<file path="src/rtl/eth_pkg.sv">
// Shared Ethernet constants: CRC-32 polynomial, initial state, good-frame residue,
// and the byte-swap used to present the FCS in wire order.
package eth_pkg;

    localparam logic [31:0] CRC32_POLY    = 32'hEDB88320;
    localparam logic [31:0] CRC32_INIT    = 32'hFFFFFFFF;
    localparam logic [31:0] CRC32_RESIDUE = 32'hDEBB20E3;

    function automatic logic [31:0] bswap32(input logic [31:0] v);
        return {v[7:0], v[15:8], v[23:16], v[31:24]};
    endfunction

endpackage

</file>
<file path="src/rtl/crc32_byte_step.sv">
// Combinational next-state for a reflected CRC-32: absorbs one byte, LSB first,
// as eight unrolled LFSR shifts.
module crc32_byte_step
    import eth_pkg::*;
#(
    parameter logic [31:0] POLY = CRC32_POLY
) (
    input  logic [31:0] s_in,
    input  logic [7:0]  data,
    output logic [31:0] s_out
);

    logic [31:0] s_work;

    always_comb begin
        s_work = s_in;
        for (int i = 0; i < 8; i++) begin
            s_work = (s_work >> 1) ^ ((s_work[0] ^ data[i]) ? POLY : 32'h0);
        end
        s_out = s_work;
    end

endmodule

</file>
<file path="src/rtl/eth_crc32.sv">
// Byte-serial Ethernet FCS generator/checker: running CRC-32 state with the FCS
// presented in wire order and a residue match flag.
module eth_crc32
    import eth_pkg::*;
#(
    parameter logic [31:0] POLY    = CRC32_POLY,
    parameter logic [31:0] INIT    = CRC32_INIT,
    parameter logic [31:0] RESIDUE = CRC32_RESIDUE
) (
    input  logic        clk,
    input  logic        rstn,
    input  logic        vld,
    input  logic [7:0]  data,
    output logic [31:0] crc,
    output logic        good
);

    logic [31:0] s_q;
    logic [31:0] s_d;

    crc32_byte_step #(
        .POLY (POLY)
    ) u_step (
        .s_in  (s_q),
        .data  (data),
        .s_out (s_d)
    );

    // Reset has priority over a coincident valid byte.
    always_ff @(posedge clk) begin
        if (!rstn) begin
            s_q <= INIT;
        end else if (vld) begin
            s_q <= s_d;
        end
    end

    // Complemented state, byte-swapped so crc[31:24] is the first FCS byte sent.
    assign crc  = bswap32(~s_q);
    assign good = (s_q == RESIDUE);

endmodule

</file>
<file path="config.mk">
export PLATFORM = sky130hd
export DESIGN_NAME = eth_crc32
export DESIGN_NICKNAME = d
export VERILOG_FILES = /design/src/rtl/eth_pkg.sv /design/src/rtl/crc32_byte_step.sv /design/src/rtl/eth_crc32.sv
export SDC_FILE = /design/constraint.sdc
export NUM_CORES = 1
export LEC_CHECK = 0
export CORE_MARGIN = 1
export CORE_UTILIZATION = 30
export CTS_CLUSTER_DIAMETER = 40
export DETAILED_ROUTE_END_ITERATION = 12
export PLACE_DENSITY = 0.49
export SLEW_MARGIN = 30
export SYNTH_ARGS = -nofsm -noshare
export SYNTH_HDL_FRONTEND = slang
export SYNTH_SLANG_ARGS = --single-unit
</file>
<file path="constraint.sdc">
create_clock -name clk -period 3.7 [get_ports clk]
set_input_delay 0.74 -clock clk [delete_from_list [all_inputs] [get_ports clk]]
set_output_delay 0.74 -clock clk [all_outputs]
set_load 0.03 [all_outputs]
</file>
# Word-level counts from Yosys, hierarchy flattened

Cells that the tools add are included.

Register bits: 32
Output and inout bits: 33

Equality and inequality tests: 1
Muxes and demuxes: 8
Bitwise gates (word level): 17

Operators with widths:

| operator               | number |
|---|---|
| $mux W32               | 8 |
| $xor A31 B32 Y32       | 8 |
| $eq A32 B32 Y1 const B | 1 |
| $not A32 Y32           | 1 |
| $xor A1 B1 Y1          | 8 |

# Longest topological paths before layout

Gate-level depths: netlist of the first run.

Depth in word-level cells: 24
Depth in mapped cells: 5

# Modules after synthesis

Synthesis of the first run repeated with hierarchy kept, for this count alone.

Cells, all modules: 215
Area, all modules: 2223.4 µm²

By module, submodules not included:

| module          | instances | cells each | area each (µm²) | seq. area each (µm²) |
|---|---|---|---|---|
| eth_crc32       | 1         | 149        | 1253.7          | 640.6 |
| crc32_byte_step | 1         | 66         | 969.7           | 0.0 |

# Least setup slack after synthesis of the first run

No wires, ideal clock.

Path kind: register to output
Start: register s_q[7]
End: output good
Data arrival time: 1.878 ns
Required time: 2.960 ns
Path slack: 1.082 ns
Cell stages (with the launch flop): 5
Path buffers: 0
Cells stage by stage: dfxtp_1 inv_1 nor4_1 nand4_1 nor4_1

Word-level cells in the longest chain between the ends: 1

Ends and longest elaborated chain:

| item                   | RTL line        | RTL |
|---|---|---|
| start, declared        | eth_crc32.sv:18 | `logic [31:0] s_q;` |
| start signal, assigned | eth_crc32.sv:32 | `s_q <= INIT;` |
| start signal, assigned | eth_crc32.sv:34 | `s_q <= s_d;` |
| $eq A32 B32 Y1         | eth_crc32.sv:40 | `assign good = (s_q == RESIDUE);` |
| end, declared          | eth_crc32.sv:15 | `output logic good` |

No other way between the ends.

# Final worst setup path of the first run

Same ends and word-level chain as after synthesis.

==> results.sh, run 1 <==
export IMPL_status="finished, final reports clean"
export IMPL_cts_hold_buf=0
export IMPL_antenna_found_initial=0
export IMPL_place_hpwl_mm=3.94
export IMPL_cts_tree="built"
export IMPL_dp_slack_ps=881
export IMPL_worstMarginPinSlew_ps=665
export IMPL_start_util_pct=31.9
export IMPL_timing_final_crit_period_ps=3130
export IMPL_syn_avg_cell_area_um2=9.34
export IMPL_grt_usage_pct=15.8
export IMPL_nets=276
export IMPL_powerDensity_mw_per_mm2=992
export IMPL_top_register="s_q"
export IMPL_clock_sinks=32
export IMPL_clock_latency_ps=290
export IMPL_ys_seq_elements=32
export IMPL_final_cell_mix="43 x clkdlybuf4s50_1, 41 x xnor2_1, 33 x inv_1"
export IMPL_final_util_pct=41.0
export IMPL_critPathLaunchType="flop"
export IMPL_postCtsResizedCells=0
export IMPL_crit_fanout=3
export IMPL_leakage_nw=1.19
export IMPL_final_common_cell="clkdlybuf4s50_1"
export IMPL_drv_cap=0
export IMPL_vdd_drop_max_mv=0.351
export IMPL_synth_seq_area_share_pct=30.9
export IMPL_postRouteAntennaNets=0
export IMPL_crit_path_end_kind="output port"
export IMPL_top_regs="s_q (32)"
export IMPL_clkTransAtPathRegs_ps=70
export IMPL_n_antenna_cell=0
export IMPL_cts_buffers=5
export IMPL_dr_total_vias=1554
export IMPL_detail_route_wl_per_cell_um=15.7
export IMPL_routed_wl_mm=5.37
export IMPL_largest_register_ffs=32
export IMPL_hold_class="reg -> reg"
export IMPL_drive_gt1_share_pct=9.81
export IMPL_die_y_um=85.1
export IMPL_hold_viol_final=0
export IMPL_die_x_um=85.1
export IMPL_maxSlewViolCount=0
export IMPL_gp_congestion=0.740
export IMPL_setup_violations=0
export IMPL_cp_data_arrival_time_ps=2390
export IMPL_path_class="reg -> out"
export IMPL_yosysWarningCount=0
export IMPL_maxSlewHeadroom_pct=55.6
export IMPL_grt_pass1_vias=1544
export IMPL_timing_fmax_mhz=319
export IMPL_vias_per_cell=4.54
export IMPL_required_ps=2960
export IMPL_tns_ps=0
export IMPL_synthesis_instances=222
export IMPL_netlist_area_mm2=0.00207
export IMPL_drc=0
export IMPL_areaGrowthSynthToFinish_pct=28.4
export IMPL_nFillCells=680
export IMPL_grt_max_degree=42
export IMPL_postCtsSetupBuffers=0
export IMPL_overflow=0
export IMPL_synth_cell_types=24
export IMPL_cts_max_path_buffers=2
export IMPL_ios=44
export IMPL_core_mm2=0.00649
export IMPL_grt_pass1_wl_mm=8.50
export IMPL_first_iter_violations=70
export IMPL_rsz0062_at_grt="no"
export IMPL_fin_ws_ps=570
export IMPL_synth_net_count=233
export IMPL_rows=29
export IMPL_fin_skew_ps=14.2
export IMPL_io_buffers=43
export IMPL_cts_root_buffer="clkbuf_8"
export IMPL_die_area_mm2=0.00725
export IMPL_fin_crit_sh_pct=84.6
export IMPL_dr_pass1_iters=4
export IMPL_htree_levels=2
worst max-delay path: stages, from the launching register on:
cell,delay [ps]
dfxtp_1,370
inv_1,80
nor4_1,460
nand4_1,180
nor4_1,290
clkdlybuf4s50_1,730
path summary, 6_finish.rpt:
| kind | from | to | slack [ps] | depth (start not counted) |
|---|---|---|---|---|
| setup / recovery | s_q[7] | good | 570 | 5 |
| hold / removal | s_q[19] | s_q[19] | 530 | 2 |
| setup reg to reg | s_q[0] | s_q[25] | 1760 | 5 |
| hold reg to reg | s_q[19] | s_q[19] | 530 | 2 |
stage by stage:
step | std cells | power, mW | hold slack [ps] | instance area, um^2
3_3_place_gp | 335 | 2.41 | 508 | 2580
4_1_cts | 342 | 2.67 | 532 | 2660
5_1_grt | 342 | 2.82 | 562 | 2660
6_report | 342 | 2.64 | 532 | 2660
3_5_place_dp | 335 | 2.39 | 520 | 2580
2_1_floorplan | 222 | 1.91 | 480 | 2070
metal layers:
layer  up-vias  global-route usage, %  part of all wire, %
met5         -                      0                    0
met4         0                   5.08                 0.93
met3         5                   3.02                  3.9
met2        41                   23.1                   42
met1       705                   23.3                   53
li1        803                      -                    -
cell usage after synthesis:
cell type	count	area share, %
inv_1	33	6.0
o211ai_1	29	11
xnor3_2	1	1.1
o21ai_1	1	0.24
xnor2_4	1	1.3
nand2_1	32	5.8
dfxtp_1	32	31
clkbuf_1	8	1.4
xor2_1	7	3.0
nor2_1	2	0.36
xor3_1	1	1.1
nand3b_1	1	0.36
o21ai_0	1	0.24
a21boi_0	1	0.36
o211ai_2	1	0.60
xnor3_1	4	4.3
nor4_1	6	1.8
xnor2_1	41	17
xor2_4	1	1.3
buf_2	1	0.24
buf_1	1	0.18
xnor2_2	10	7.8
nand4_1	4	1.2
xor2_2	3	2.4
power breakdown:
group | internal (mW) | switching, mW | leakage (nW)
logic | 0.856 | 0.948 | 0.884
clock network | 0.128 | 0.130 | 0.0410
registers | 0.460 | 0.118 | 0.267
final cells by class:
type                            count  area, um^2  area share [%]
Multi-Input combinational cell    147        1270            47.7
Sequential cell                    32         641            24.1
Timing Repair Buffer               46         453            17.0
Inverter                           33         124            4.65
Tap cell                           77        96.3            3.62
Clock buffer                        6        72.6            2.73
Clock inverter                      1        5.00           0.188
cell families (layout without fill, tap and decap cells):
kind of cell	count (synthesis)	after routing	share of synthesized area, %
flops	32	32	30.9
compound gates	33	33	11.9
xor+xnor	69	69	39.8
simple gates	45	45	9.54
buf+inv	43	86	7.85
Power figures use the tool's default switching activity.
==> run 2: changes to the inputs <==
--- a/config.mk
+++ b/config.mk
@@ -9,7 +9,7 @@
 export CORE_UTILIZATION = 30
 export CTS_CLUSTER_DIAMETER = 40
 export DETAILED_ROUTE_END_ITERATION = 12
-export PLACE_DENSITY = 0.49
+export PLACE_DENSITY = 0.51
 export SLEW_MARGIN = 30
 export SYNTH_ARGS = -nofsm -noshare
 export SYNTH_HDL_FRONTEND = slang
==> constraint.sdc (replaced) <==
create_clock -name clk -period 2.5 [get_ports clk]
set_input_delay 0.5 -clock clk [delete_from_list [all_inputs] [get_ports clk]]
set_output_delay 0.5 -clock clk [all_outputs]
set_load 0.03 [all_outputs]
==> run 2 against run 1 <==
Compared with the run above:
- global-route usage up 0.14 points
- critical path depth unchanged
- count of clock-buffer cells in the layout up 1
- setup slack worse by 390 ps
- largest cell class unchanged
==> results.sh, run 2 (synthesis gave the netlist of run 1 again) <==
export IMPL_status="finished, final reports clean"
export IMPL_wl_met2_mm=2.36
export IMPL_maxSlewHeadroom_pct=54.0
export IMPL_first_iter_violations=67
export IMPL_drive_gt1_share_pct=14.7
export IMPL_nFillCells=650
export IMPL_postRouteAntennaNets=0
export IMPL_n_antenna_cell=0
export IMPL_drc=0
export IMPL_grt_pass1_wl_mm=8.55
export IMPL_cts_max_path_buffers=2
export IMPL_postPlaceCellArea_mm2=0.00268
export IMPL_routed_wl_mm=5.42
export IMPL_fin_skew_ps=5.88
export IMPL_top_register="s_q"
export IMPL_fin_ws_ps=178
export IMPL_hold_worst_slack_ps=518
export IMPL_crit_fanout=3
export IMPL_postCtsSetupBuffers=0
export IMPL_hp_start="s_q[22]"
export IMPL_maxSlewViolCount=0
export IMPL_wl_met1_mm=2.81
export IMPL_gp_congestion=0.800
export IMPL_cts_root_buffer="clkbuf_8"
export IMPL_reg2reg_depth=5
export IMPL_combPwrFrac_pct=68.3
export IMPL_cts_hold_buf=0
export IMPL_vias_per_cell=4.52
export IMPL_fin_area_mm2=0.00278
export IMPL_place_hpwl_mm=4.12
export IMPL_path_class="reg -> out"
export IMPL_clock_sinks=32
export IMPL_final_common_cell="clkdlybuf4s50_1"
export IMPL_timing_fmax_mhz=431
export IMPL_dr_pass1_iters=4
export IMPL_cp_data_arrival_time_ps=1820
export IMPL_power_frac_seq_pct=21.0
export IMPL_vdd_drop_max_mv=0.608
export IMPL_r2r_end="s_q[16]"
export IMPL_areaGrowthSynthToFinish_pct=33.9
export IMPL_met3WireLength_um=178
export IMPL_io_buffers=43
export IMPL_regToRegSetupSlack_ps=650
export IMPL_highest_layer="met4"
export IMPL_fin_crit_sh_pct=92.9
export IMPL_core_mm2=0.00649
export IMPL_postCtsResizedCells=0
export IMPL_leakage_nw=1.27
export IMPL_min_to="s_q[22]"
export IMPL_cts_tree="built"
export IMPL_p_int_mw=2.31
export IMPL_grt_usage_pct=16.0
export IMPL_grt_max_degree=33
export IMPL_die_x_um=85.1
export IMPL_clock_latency_ps=280
export IMPL_tns_ps=0
export IMPL_switching_power_mw=1.78
export IMPL_final_cell_mix="42 x clkdlybuf4s50_1, 41 x xnor2_1, 33 x inv_1"
export IMPL_dp_slack_ps=85.2
export IMPL_hold_viol_final=0
export IMPL_start_util_pct=31.9
export IMPL_final_util_pct=42.7
export IMPL_detail_route_wl_per_cell_um=15.3
export IMPL_power_frac_clock_pct=10.7
export IMPL_dr_total_vias=1605
export IMPL_nets=289
export IMPL_worstMarginPinSlew_ps=690
export IMPL_powerDensity_mw_per_mm2=1470
export IMPL_top_regs="s_q (32)"
export IMPL_clkTransAtPathRegs_ps=70
export IMPL_antenna_found_initial=0
export IMPL_required_ps=2000
export IMPL_critPathLaunchType="flop"
export IMPL_rows=29
export IMPL_setup_violations=0
export IMPL_htree_levels=2
export IMPL_timing_final_crit_period_ps=2320
export IMPL_min_path_cells=2
export IMPL_switching_share_pct=43.5
export IMPL_die_y_um=85.1
export IMPL_cts_buffers=5
export IMPL_die_area_mm2=0.00725
export IMPL_hold_class="reg -> reg"
export IMPL_largest_register_ffs=32
export IMPL_drv_cap=0
export IMPL_rsz0062_at_grt="no"
export IMPL_overflow=0
export IMPL_r2r_start="s_q[4]"
export IMPL_grt_pass1_vias=1584
export IMPL_crit_path_end_kind="output port"
export IMPL_ios=44
[run 2: cell types whose count changed in the layout (fill, tap and decap cells not counted), sizes merged]
| cell | change |
|---|---|
| clkbuf | +1 |
| clkinv | -1 |
| clkdlybuf4s50 | -1 |
| buf | +14 |
[run 2: critical path, cell delays in order, from the launching register on]
cell and delay, ps:
dfxtp_1 370, inv_1 110, nor4_1 410, nand4_1 170, nor4_1 270, buf_4 210
[run 2: stage by stage]
stage / cells / power, mW
floorplan: 222 / 2.83
global placement: 348 / 3.68
detailed placement: 348 / 3.67
CTS: 355 / 4.14
global route: 355 / 4.36
finish: 355 / 4.09
[run 2: worst max path at each step]
stage / startpoint / to / depth (start not counted)
3_5_place_dp: data[0] / s_q[19] / 7
3_3_place_gp: data[0] / s_q[19] / 7
5_1_grt: s_q[7] / good / 5
2_1_floorplan: s_q[7] / good / 4
4_1_cts: s_q[7] / good / 5
6_report: s_q[7] / good / 5
[run 2: per-layer routing]
| layer | vias up | GRT usage [%] |
|---|---|---|
| met4 | 0 | 5.08 |
| met2 | 30 | 24.0 |
| met5 | - | 0 |
| met1 | 739 | 22.9 |
| li1 | 828 | - |
| met3 | 8 | 3.11 |
[run 2: power by group through the flow]
stage / Sequential [mW] / Clock, mW / Combinational (mW)
after floorplan: 0.812 / 0 / 2.01
after global placement: 0.864 / 0 / 2.82
after detailed placement: 0.869 / 0 / 2.80
after CTS: 0.858 / 0.455 / 2.83
after global routing: 0.885 / 0.474 / 3.00
final: 0.857 / 0.437 / 2.79
[run 2: final cells by class]
cell class / instances / area (um^2) / share of cell area [%]
multi-input combinational: 147 / 1270 / 45.8
sequential: 32 / 641 / 23.1
timing repair buffer: 59 / 548 / 19.7
inverter: 33 / 124 / 4.46
clock buffer: 7 / 96.3 / 3.47
tap: 77 / 96.3 / 3.47
==> run 3: changes to the inputs <==
--- a/config.mk
+++ b/config.mk
@@ -6,10 +6,10 @@
 export NUM_CORES = 1
 export LEC_CHECK = 0
 export CORE_MARGIN = 1
-export CORE_UTILIZATION = 30
+export CORE_UTILIZATION = 40
 export CTS_CLUSTER_DIAMETER = 40
 export DETAILED_ROUTE_END_ITERATION = 12
-export PLACE_DENSITY = 0.51
+export PLACE_DENSITY = 0.65
 export SLEW_MARGIN = 30
 export SYNTH_ARGS = -nofsm -noshare
 export SYNTH_HDL_FRONTEND = slang
==> run 3 against run 2 <==
Compared with the run above:
- setup slack better by 25 ps
- total power decreased by 1.3%
- worst hold slack gained 14 ps
- largest cell class unchanged
- final area is 0.14% lower
- sequential share of layout area is essentially flat
==> results.sh, run 3 (synthesis gave the netlist of run 1 again) <==
export IMPL_rows=25
export IMPL_drc=0
export IMPL_timing_final_crit_period_ps=2300
export IMPL_largest_register_ffs=32
export IMPL_cp_data_arrival_time_ps=1800
export IMPL_powerDensity_mw_per_mm2=1460
export IMPL_die_y_um=74.0
export IMPL_drv_cap=0
export IMPL_status="finished, final reports clean"
export IMPL_postCtsSetupBuffers=0
export IMPL_die_area_mm2=0.00548
export IMPL_vias_per_cell=4.76
export IMPL_die_x_um=74.0
export IMPL_dr_pass1_iters=4
export IMPL_required_ps=2000
export IMPL_critPathLaunchType="flop"
export IMPL_crit_fanout=3
export IMPL_place_hpwl_mm=3.92
export IMPL_htree_levels=2
export IMPL_detail_route_wl_per_cell_um=14.7
export IMPL_routed_wl_mm=5.11
export IMPL_cts_buffers=5
export IMPL_grt_pass1_vias=1633
export IMPL_combPwrFrac_pct=68.2
export IMPL_top_regs="s_q (32)"
export IMPL_power_frac_seq_pct=21.4
export IMPL_clock_sinks=32
export IMPL_io_buffers=43
export IMPL_hold_class="reg -> reg"
export IMPL_final_cell_mix="42 x clkdlybuf4s50_1, 41 x xnor2_1, 33 x inv_1"
export IMPL_grt_max_degree=41
export IMPL_setup_violations=0
export IMPL_ios=44
export IMPL_path_class="reg -> out"
export IMPL_worstMarginPinSlew_ps=663
export IMPL_first_iter_violations=79
export IMPL_top_register="s_q"
export IMPL_cts_hold_buf=0
export IMPL_cts_max_path_buffers=2
export IMPL_crit_path_end_kind="output port"
export IMPL_fin_crit_sh_pct=91.9
export IMPL_gp_congestion=0.884
export IMPL_cts_tree="built"
export IMPL_min_path_cells=2
export IMPL_p_int_mw=2.29
export IMPL_fin_skew_ps=7.94
export IMPL_n_antenna_cell=0
export IMPL_vdd_drop_max_mv=0.732
export IMPL_nFillCells=443
export IMPL_leakage_nw=1.27
export IMPL_switching_share_pct=43.3
export IMPL_clkTransAtPathRegs_ps=70
export IMPL_maxSlewViolCount=0
export IMPL_postRouteAntennaNets=0
export IMPL_maxSlewHeadroom_pct=55.7
export IMPL_clock_latency_ps=290
export IMPL_grt_pass1_wl_mm=8.28
export IMPL_final_common_cell="clkdlybuf4s50_1"
export IMPL_nets=291
export IMPL_tns_ps=0
export IMPL_timing_fmax_mhz=435
export IMPL_fin_cells=348
export IMPL_dr_total_vias=1656
export IMPL_overflow=0
export IMPL_drive_gt1_share_pct=14.9
export IMPL_rsz0062_at_grt="no"
export IMPL_place_inst=340
export IMPL_area_sequential_um2=641
export IMPL_grt_usage_pct=21.1
export IMPL_hold_viol_final=0
export IMPL_postCtsResizedCells=0
export IMPL_core_mm2=0.00485
export IMPL_power_frac_clock_pct=10.4
export IMPL_areaGrowthSynthToFinish_pct=33.7
export IMPL_antenna_found_initial=0
export IMPL_reg2reg_depth=5
export IMPL_start_util_pct=42.8
export IMPL_cts_root_buffer="clkbuf_8"
export IMPL_switching_power_mw=1.75
export IMPL_multiInputGateArea_mm2=0.00127
-- run 3: changes by cell type in the layout (fill, tap and decap cells not counted) --
cell / previous run / this run
buf_4: 17 / 19
clkbuf_1: 0 / 2
clkbuf_8: 7 / 6
-- run 3: through the flow --
stage	power [mW]	worst slack (ps)	hold WS [ps]	util, %	area (um^2)
6_report	4.03	203	533	57.2	2770
5_1_grt	4.31	115	566	57.2	2770
4_1_cts	4.07	235	526	57.2	2770
3_5_place_dp	3.62	172	509	55.3	2680
3_3_place_gp	3.61	177	514	55.3	2680
2_1_floorplan	2.83	122	480	-	2070
-- run 3: power groups by stage --
stage | sequential [mW] | clock, mW | combinational (mW)
floorplan | 0.812 | 0 | 2.01
global placement | 0.873 | 0 | 2.74
detailed placement | 0.873 | 0 | 2.75
CTS | 0.863 | 0.429 | 2.77
global route | 0.883 | 0.449 | 2.98
finish | 0.863 | 0.418 | 2.75
-- run 3: cell type report --
cell class	count	share of cell area, %
clock buffer	8	3.25
tap	67	3.02
sequential	32	23.1
timing repair buffer	61	20.3
inverter	33	4.47
multi-input combinational	147	45.8
-- run 3: worst max-delay path: stages (launching register included) --
cell     delay, ps
dfxtp_1        420
inv_1           90
nor4_1         340
nand4_1        230
nor4_1         220
buf_4          210
-- run 3: path summary, 6_finish.rpt --
path,start,to,slack (ps)
worst max-delay path,s_q[19],good,200
worst min-delay path,s_q[22],s_q[22],530
worst max register to register,s_q[5],s_q[25],740
worst min register to register,s_q[22],s_q[22],530
-- run 3: layer usage --
layer	wire, um	GRT usage (%)	share of wire, %
met5	0	0	0
met4	59	8.97	1.2
met3	304	4.20	5.9
met2	2300	31.7	45
met1	2450	29.5	48
